==> src/rtl/pe_ctrl_issuer_pkg.sv <==
// pe_ctrl_issuer_pkg: shared state and control-word types for the PE-column issuer
package pe_ctrl_issuer_pkg;
  typedef enum logic [2:0] {S_IDLE, S_LOAD, S_ISSUE, S_DRAIN, S_DONE} issuer_state_t;
  typedef struct packed {
    logic [5:0] guard_map;
    logic       bit_mode;
    logic       kernel_mode;
    logic       is_odd_row;
    logic       end_of_row;
  } pe_ctrl_word_t;
endpackage

==> src/rtl/pe_ctrl_issuer_if.sv <==
// pe_ctrl_issuer_if: descriptor, mask and PE-column control bus of the issuer
interface pe_ctrl_issuer_if #(parameter int NUM_COL = 4, parameter int RW = 8, parameter int GW = 8) ();
  logic               cfg_valid;
  logic               cfg_ready;
  logic [RW-1:0]      cfg_rows;
  logic [GW-1:0]      cfg_groups;
  logic               cfg_kernel_mode;
  logic               cfg_bit_mode;
  logic               mask_valid;
  logic               mask_ready;
  logic [5:0]         mask_data;
  logic [NUM_COL-1:0] ctrl_valid;
  logic [NUM_COL-1:0] ctrl_ready;
  logic [NUM_COL-1:0] ctrl_finish;
  logic [5:0]         guard_map_o;
  logic               bit_mode_o;
  logic               kernel_mode_o;
  logic               is_odd_row_o;
  logic               end_of_row_o;
  logic               busy;
  logic               layer_done;
  logic               err_finish;
  modport master (
    input  cfg_valid, cfg_rows, cfg_groups, cfg_kernel_mode, cfg_bit_mode,
           mask_valid, mask_data, ctrl_ready, ctrl_finish,
    output cfg_ready, mask_ready, ctrl_valid, guard_map_o, bit_mode_o, kernel_mode_o,
           is_odd_row_o, end_of_row_o, busy, layer_done, err_finish
  );
  modport slave (
    output cfg_valid, cfg_rows, cfg_groups, cfg_kernel_mode, cfg_bit_mode,
           mask_valid, mask_data, ctrl_ready, ctrl_finish,
    input  cfg_ready, mask_ready, ctrl_valid, guard_map_o, bit_mode_o, kernel_mode_o,
           is_odd_row_o, end_of_row_o, busy, layer_done, err_finish
  );
endinterface

==> src/rtl/pe_ctrl_issuer_outst_tracker.sv <==
// pe_outst_tracker: one outstanding-word bit per column, set on issue, cleared on finish
module pe_outst_tracker #(parameter int NUM_COL = 4) (
  input  logic               clk,
  input  logic               rst_n,
  input  logic [NUM_COL-1:0] set_col,
  input  logic [NUM_COL-1:0] finish,
  output logic [NUM_COL-1:0] outst,
  output logic               all_clear,
  output logic               err_finish
);
  assign all_clear = ~|outst;
  // finish retires a live word; a finish on an idle column only raises the sticky error
  always_ff @(posedge clk or negedge rst_n)
    if (!rst_n) begin
      outst      <= '0;
      err_finish <= 1'b0;
    end else begin
      outst      <= (outst & ~finish) | set_col;
      err_finish <= err_finish | |(finish & ~outst);
    end
endmodule

==> src/rtl/pe_ctrl_issuer.sv <==
// pe_ctrl_issuer: turns a layer descriptor and mask stream into per-column control words
module pe_ctrl_issuer
  import pe_ctrl_issuer_pkg::*;
#(
  parameter int NUM_COL = 4,
  parameter int RW      = 8,
  parameter int GW      = 8
) (
  input  logic            clk,
  input  logic            rst_n,
  pe_ctrl_issuer_if.master bus
);
  localparam int TW = (NUM_COL > 1) ? $clog2(NUM_COL) : 1;
  issuer_state_t      state, state_nx;
  logic [RW-1:0]      rows, row;
  logic [GW-1:0]      groups, grp;
  logic [TW-1:0]      tgt;
  logic               km, bm, layer_done_q;
  pe_ctrl_word_t      word;
  logic [NUM_COL-1:0] outst, tgt_oh, set_col;
  logic               all_clear, cfg_acc, mask_acc, issue, last_grp, last_word;
  assign tgt_oh         = NUM_COL'(1) << tgt;
  assign cfg_acc        = bus.cfg_valid && state == S_IDLE;
  assign mask_acc       = bus.mask_valid && state == S_LOAD;
  assign bus.ctrl_valid = (state == S_ISSUE && !outst[tgt]) ? tgt_oh : '0;
  assign issue          = |(bus.ctrl_valid & bus.ctrl_ready);
  assign set_col        = issue ? tgt_oh : '0;
  assign last_grp       = grp == groups;
  assign last_word      = last_grp && row == rows;
  assign bus.cfg_ready  = state == S_IDLE;
  assign bus.mask_ready = state == S_LOAD;
  assign bus.busy       = state != S_IDLE;
  assign bus.layer_done = layer_done_q;
  assign bus.guard_map_o   = word.guard_map;
  assign bus.bit_mode_o    = word.bit_mode;
  assign bus.kernel_mode_o = word.kernel_mode;
  assign bus.is_odd_row_o  = word.is_odd_row;
  assign bus.end_of_row_o  = word.end_of_row;
  pe_outst_tracker #(.NUM_COL(NUM_COL)) u_tracker (
    .clk        (clk),
    .rst_n      (rst_n),
    .set_col    (set_col),
    .finish     (bus.ctrl_finish),
    .outst      (outst),
    .all_clear  (all_clear),
    .err_finish (bus.err_finish)
  );
  // layer sequencing: load a mask, issue it once the target column is free, drain at the end
  always_comb begin
    state_nx = state;
    unique case (state)
      S_IDLE:  if (cfg_acc) state_nx = (bus.cfg_rows == '0 || bus.cfg_groups == '0) ? S_DONE : S_LOAD;
      S_LOAD:  if (mask_acc) state_nx = S_ISSUE;
      S_ISSUE: if (issue) state_nx = last_word ? S_DRAIN : S_LOAD;
      S_DRAIN: if (all_clear) state_nx = S_DONE;
      S_DONE:  state_nx = S_IDLE;
      default: state_nx = S_IDLE;
    endcase
  end
  // state register and the one-cycle layer_done pulse that follows S_DONE
  always_ff @(posedge clk or negedge rst_n)
    if (!rst_n) begin
      state        <= S_IDLE;
      layer_done_q <= 1'b0;
    end else begin
      state        <= state_nx;
      layer_done_q <= state == S_DONE;
    end
  // descriptor latch, word register and row/group/column counters
  always_ff @(posedge clk or negedge rst_n)
    if (!rst_n) begin
      rows   <= '0;
      groups <= '0;
      km     <= 1'b0;
      bm     <= 1'b0;
      row    <= '0;
      grp    <= '0;
      tgt    <= '0;
      word   <= '0;
    end else begin
      if (cfg_acc) begin
        rows   <= bus.cfg_rows;
        groups <= bus.cfg_groups;
        km     <= bus.cfg_kernel_mode;
        bm     <= bus.cfg_bit_mode;
        row    <= RW'(1);
        grp    <= GW'(1);
        tgt    <= '0;
      end
      if (mask_acc) word <= '{guard_map: bus.mask_data, bit_mode: bm, kernel_mode: km,
                              is_odd_row: row[0], end_of_row: last_grp};
      if (issue) begin
        tgt <= (tgt == TW'(NUM_COL - 1)) ? '0 : tgt + TW'(1);
        grp <= last_grp ? GW'(1) : grp + GW'(1);
        row <= last_grp ? row + RW'(1) : row;
      end
    end
endmodule
==> src/flat_wrapper.sv <==
// flat-port wrapper written by rule: the top's interface ports become plain ports
module pe_ctrl_issuer_flat import pe_ctrl_issuer_pkg::*;
#(
  parameter int NUM_COL = 4,
  parameter int RW      = 8,
  parameter int GW      = 8
)
  (clk, rst_n, bus_cfg_valid, bus_cfg_rows, bus_cfg_groups, bus_cfg_kernel_mode, bus_cfg_bit_mode, bus_mask_valid, bus_mask_data, bus_ctrl_ready, bus_ctrl_finish, bus_cfg_ready, bus_mask_ready, bus_ctrl_valid, bus_guard_map_o, bus_bit_mode_o, bus_kernel_mode_o, bus_is_odd_row_o, bus_end_of_row_o, bus_busy, bus_layer_done, bus_err_finish);
  pe_ctrl_issuer_if #(.NUM_COL(NUM_COL), .RW(RW), .GW(GW)) bus_i ();
  input  logic clk;
  input  logic rst_n;
  input wire logic [$bits(bus_i.cfg_valid)-1:0] bus_cfg_valid;
  input wire logic [$bits(bus_i.cfg_rows)-1:0] bus_cfg_rows;
  input wire logic [$bits(bus_i.cfg_groups)-1:0] bus_cfg_groups;
  input wire logic [$bits(bus_i.cfg_kernel_mode)-1:0] bus_cfg_kernel_mode;
  input wire logic [$bits(bus_i.cfg_bit_mode)-1:0] bus_cfg_bit_mode;
  input wire logic [$bits(bus_i.mask_valid)-1:0] bus_mask_valid;
  input wire logic [$bits(bus_i.mask_data)-1:0] bus_mask_data;
  input wire logic [$bits(bus_i.ctrl_ready)-1:0] bus_ctrl_ready;
  input wire logic [$bits(bus_i.ctrl_finish)-1:0] bus_ctrl_finish;
  output wire logic [$bits(bus_i.cfg_ready)-1:0] bus_cfg_ready;
  output wire logic [$bits(bus_i.mask_ready)-1:0] bus_mask_ready;
  output wire logic [$bits(bus_i.ctrl_valid)-1:0] bus_ctrl_valid;
  output wire logic [$bits(bus_i.guard_map_o)-1:0] bus_guard_map_o;
  output wire logic [$bits(bus_i.bit_mode_o)-1:0] bus_bit_mode_o;
  output wire logic [$bits(bus_i.kernel_mode_o)-1:0] bus_kernel_mode_o;
  output wire logic [$bits(bus_i.is_odd_row_o)-1:0] bus_is_odd_row_o;
  output wire logic [$bits(bus_i.end_of_row_o)-1:0] bus_end_of_row_o;
  output wire logic [$bits(bus_i.busy)-1:0] bus_busy;
  output wire logic [$bits(bus_i.layer_done)-1:0] bus_layer_done;
  output wire logic [$bits(bus_i.err_finish)-1:0] bus_err_finish;
  assign bus_i.cfg_valid = bus_cfg_valid;
  assign bus_i.cfg_rows = bus_cfg_rows;
  assign bus_i.cfg_groups = bus_cfg_groups;
  assign bus_i.cfg_kernel_mode = bus_cfg_kernel_mode;
  assign bus_i.cfg_bit_mode = bus_cfg_bit_mode;
  assign bus_i.mask_valid = bus_mask_valid;
  assign bus_i.mask_data = bus_mask_data;
  assign bus_i.ctrl_ready = bus_ctrl_ready;
  assign bus_i.ctrl_finish = bus_ctrl_finish;
  assign bus_cfg_ready = bus_i.cfg_ready;
  assign bus_mask_ready = bus_i.mask_ready;
  assign bus_ctrl_valid = bus_i.ctrl_valid;
  assign bus_guard_map_o = bus_i.guard_map_o;
  assign bus_bit_mode_o = bus_i.bit_mode_o;
  assign bus_kernel_mode_o = bus_i.kernel_mode_o;
  assign bus_is_odd_row_o = bus_i.is_odd_row_o;
  assign bus_end_of_row_o = bus_i.end_of_row_o;
  assign bus_busy = bus_i.busy;
  assign bus_layer_done = bus_i.layer_done;
  assign bus_err_finish = bus_i.err_finish;
  pe_ctrl_issuer #(.NUM_COL(NUM_COL), .RW(RW), .GW(GW)) u_core (.clk(clk), .rst_n(rst_n), .bus(bus_i));
endmodule
==> config.mk <==
export PLATFORM = sky130hd
export DESIGN_NAME = pe_ctrl_issuer_flat
export DESIGN_NICKNAME = d
export VERILOG_FILES = /design/src/rtl/pe_ctrl_issuer_pkg.sv /design/src/rtl/pe_ctrl_issuer_if.sv /design/src/rtl/pe_ctrl_issuer_outst_tracker.sv /design/src/rtl/pe_ctrl_issuer.sv /design/src/flat_wrapper.sv
export SDC_FILE = /design/constraint.sdc
export NUM_CORES = 1
export LEC_CHECK = 0
export ABC_CLOCK_PERIOD_IN_PS = 2220
export BUFFER_PORTS_ARGS = -buffer_cell sky130_fd_sc_hd__buf_2
export CAP_MARGIN = 10
export CORE_ASPECT_RATIO = 1.4
export CORE_MARGIN = 4
export CORE_UTILIZATION = 55
export CTS_CLUSTER_DIAMETER = 50
export DETAILED_ROUTE_END_ITERATION = 10
export HOLD_SLACK_MARGIN = 0.15
export PLACE_DENSITY = 0.75
export SYNTH_ARGS = -nofsm -noshare
export SYNTH_HDL_FRONTEND = slang
export SYNTH_SLANG_ARGS = --single-unit
==> constraint.sdc <==
create_clock -name clk -period 2.22 [get_ports clk]
set_input_delay 0 -clock clk [delete_from_list [all_inputs] [get_ports clk]]
set_output_delay 0 -clock clk [all_outputs]
set_load 0.05 [all_outputs]
==> flow_metrics.env <==
export IMPL_fill_cells=344
export IMPL_ctsResizeCount=0
export IMPL_worstPathRequired_ns=2.42
export IMPL_setup_tns_ns=0
export IMPL_firstDrtPassIters=4
export IMPL_power_per_cell_area_nw_per_um2=1140
export IMPL_utilization=0.728
export IMPL_status="complete, no violations"
export IMPL_synth_top_area_share=0.486
export IMPL_synthTopCellsByCount="dfrtp_1, mux2_2, nand2_1"
export IMPL_drv_slew=0
export IMPL_p_sw_w=0.00172
export IMPL_arrival_ns=2.27
export IMPL_synth_area_leader_cell="dfrtp_1"
export IMPL_synth_mux_area_frac=0.126
export IMPL_antenna_left=0
export IMPL_antenna_found_initial=0
export IMPL_skew_ns=0.00579
export IMPL_clkLatencyLatePin_ns=0.31
export IMPL_hold_viol_final=0
export IMPL_synthCells=245
export IMPL_worst_pin_slew_ns=0.468
export IMPL_synthDistinctLibCells=49
export IMPL_cts_root_buf="clkbuf_8"
export IMPL_synth_area_um2=2830
export IMPL_min_period_ns=2.07
export IMPL_synth_edff_count=0
export IMPL_critical_path_peak_fanout=11
export IMPL_stdcell_count=401
export IMPL_grt_pass1_wl_um=10900
export IMPL_placed_area_um2=3180
export IMPL_synthAdderAreaFrac=0.0265
export IMPL_cp_end_kind="flip-flop"
export IMPL_synthArstFlopShare=1.00
export IMPL_vias=2210
export IMPL_p_int_w=0.00236
export IMPL_cts_tree="yes"
export IMPL_cts_clk_slew_worst_paths_ns=0.10
export IMPL_port_buffers=54
export IMPL_max_freq_mhz=482
export IMPL_ir_drop_mv=0.794
export IMPL_die_h_um=92.9
export IMPL_die_area_um2=6370
export IMPL_ys_warn_count=0
export IMPL_synth_simple_area_share=0.149
export IMPL_pwr_share_seq=0.386
export IMPL_final_area_um2=3580
export IMPL_pwr_share_comb=0.472
export IMPL_synth_main_ff_cell="dfrtp_1"
export IMPL_post_route_period_util=0.935
export IMPL_synth_xor_area_share=0.0557
export IMPL_drc=0
export IMPL_synth_most_common_cell="dfrtp_1"
export IMPL_syn_num_nets=287
export IMPL_synth_seq_area_share=0.486
export IMPL_hpwl_um=4810
export IMPL_cts_setup_buffers=0
export IMPL_routed_wl_um=6530
export IMPL_first_iter_violations=97
export IMPL_cap_violations=0
export IMPL_nNetsFinal=378
export IMPL_synth_top_family_by_area="simple AND/OR/NAND/NOR gates"
export IMPL_die_x_um=68.6
export IMPL_grt_pass1_vias=2325
export IMPL_slew_limit_headroom=0.688
export IMPL_cts_buffer_depth=2
export IMPL_setup_violations_final=0
export IMPL_hp_class="in -> async"
export IMPL_grt_overflow=0
export IMPL_grt_max_degree=22
export IMPL_grt_usage=0.225
export IMPL_place_congestion=0.852
export IMPL_rows=30
export IMPL_avgSynthCellArea_um2=11.6
export IMPL_cts_buffers_inserted=5
export IMPL_diodes=0
export IMPL_total_leakage_power_nw=1.66
export IMPL_p_sw_frac=0.422
export IMPL_synth_seq_cells=55
export IMPL_io_pins=55
export IMPL_synthToLayoutAreaGrowth_pct=26.5
export IMPL_synth_compound_area_share=0.122
export IMPL_drive_gt1_frac=0.338
export IMPL_power_frac_clock=0.142
export IMPL_startpoint_type="flip-flop"
export IMPL_cts_sinks=55
export IMPL_ys_top_cells_by_area="dfrtp_1, mux2_2, xor2_1"
export IMPL_vias_per_cell=5.51
export IMPL_cts_htree_levels=2
export IMPL_initial_core_util=0.576
export IMPL_place_inst=363
export IMPL_p_total_w=0.00407
export IMPL_coreArea_um2=4920
export IMPL_wire_per_inst_um=16.3
export IMPL_worstSetupPathType="reg -> reg"
export IMPL_rsz0062_at_grt="no"
-- worst max-delay path: stages (launching register included) --
cell      delay [ns]
dfrtp_1         0.44
inv_1           0.10
ha_1            0.24
a22o_1          0.20
a221oi_2        0.21
nand2b_2        0.32
nor2_2          0.14
a221o_1         0.32
-- state kept, by name (all words and copies together) (netlist names) --
| name | count |
|---|---|
| u_core.groups | 8 |
| u_core.grp | 8 |
| u_core.row | 8 |
| u_core.rows | 8 |
| u_core.bus.guard_map_o | 6 |
| u_core.u_tracker.outst | 4 |
| u_core.state | 3 |
| u_core.tgt | 2 |
| u_core.bm | 1 |
| u_core.bus.bit_mode_o | 1 |
| u_core.bus.end_of_row_o | 1 |
| u_core.bus.is_odd_row_o | 1 |
| u_core.bus.kernel_mode_o | 1 |
| u_core.bus.layer_done | 1 |
| u_core.km | 1 |
| u_core.u_tracker.err_finish | 1 |
-- stage by stage --
step | hold slack, ns | worst slack (ns)
after floorplan | -0.296 | 0.0489
after global placement | -0.0183 | 0.261
after detailed placement | -0.0212 | 0.165
after CTS | 0.172 | 0.152
after global routing | 0.207 | 0.0147
final | 0.160 | 0.145
-- cells in the final DEF, fill, tap and decap left out, types with 6 or more instances in the layout --
cell / instances
a22o_1: 7
a31oi_1: 6
and2_1: 7
buf_2: 54
buf_4: 9
dfrtp_1: 55
dlygate4sd3_1: 30
ha_1: 6
inv_1: 8
mux2_2: 28
nand2_1: 16
nand3_1: 6
nor2_1: 10
nor4_1: 7
o21ai_0: 7
xor2_1: 15
-- path summary, 6_finish.rpt --
check                                             from                          end  slack [ns]  cells past startpoint
max reg2reg                              u_core.tgt[0]                u_core.grp[2]        0.15                      7
max in group asynchronous                        rst_n        u_core.bus.layer_done        1.46                      3
min reg2reg                u_core.u_tracker.err_finish  u_core.u_tracker.err_finish        0.50                      2
min                                              rst_n               u_core.rows[4]        0.16                      2
min in group clk                         bus_cfg_valid              u_core.state[2]        0.21                      4
max                                      u_core.tgt[0]                u_core.grp[2]        0.15                      7
-- logic make-up (layout without fill, tap and decap cells) --
family,count (synthesis),count (layout)
AND/OR/NAND/NOR,73,73
flip-flops,55,55
AO/OA/AOI/OAI,45,45
multiplexers,31,31
XOR/XNOR,18,18
buffers and inverters,17,109
adder cells (fa/ha/maj),6,6
-- layer usage --
metal | up-vias | share of wire | global-route usage
met1 | 1071 | 0.41 | 0.273
met5 | - | 0 | 0
met4 | 0 | 0.0089 | 0.0498
li1 | 1076 | - | -
met3 | 7 | 0.040 | 0.0413
met2 | 56 | 0.54 | 0.401
-- final cells by class --
| cell class | count | area (um2) | share of cell area |
|---|---|---|---|
| Clock inverter | 3 | 27.5 | 0.00769 |
| Multi-Input combinational cell | 173 | 1360 | 0.380 |
| Clock buffer | 5 | 68.8 | 0.0192 |
| Tap cell | 64 | 80.1 | 0.0224 |
| Timing Repair Buffer | 93 | 638 | 0.178 |
| Inverter | 8 | 30.0 | 0.00839 |
| Sequential cell | 55 | 1380 | 0.384 |
-- power by group through the flow --
stage / logic [W] / registers (W) / clock network [W]
global route: 0.00208 / 0.00162 / 0.000642
global placement: 0.00184 / 0.00158 / 0
detailed placement: 0.00189 / 0.00159 / 0
finish: 0.00192 / 0.00157 / 0.000578
CTS: 0.00194 / 0.00157 / 0.000601
floorplan: 0.00125 / 0.00180 / 0
-- timing repair --
item                                    in CTS  in global routing
endpoints found under the setup margin       0                  0
endpoints found under the hold margin       87                  0
hold buffers                                30                  0
No activity file was read; power rests on OpenSTA's default activity.
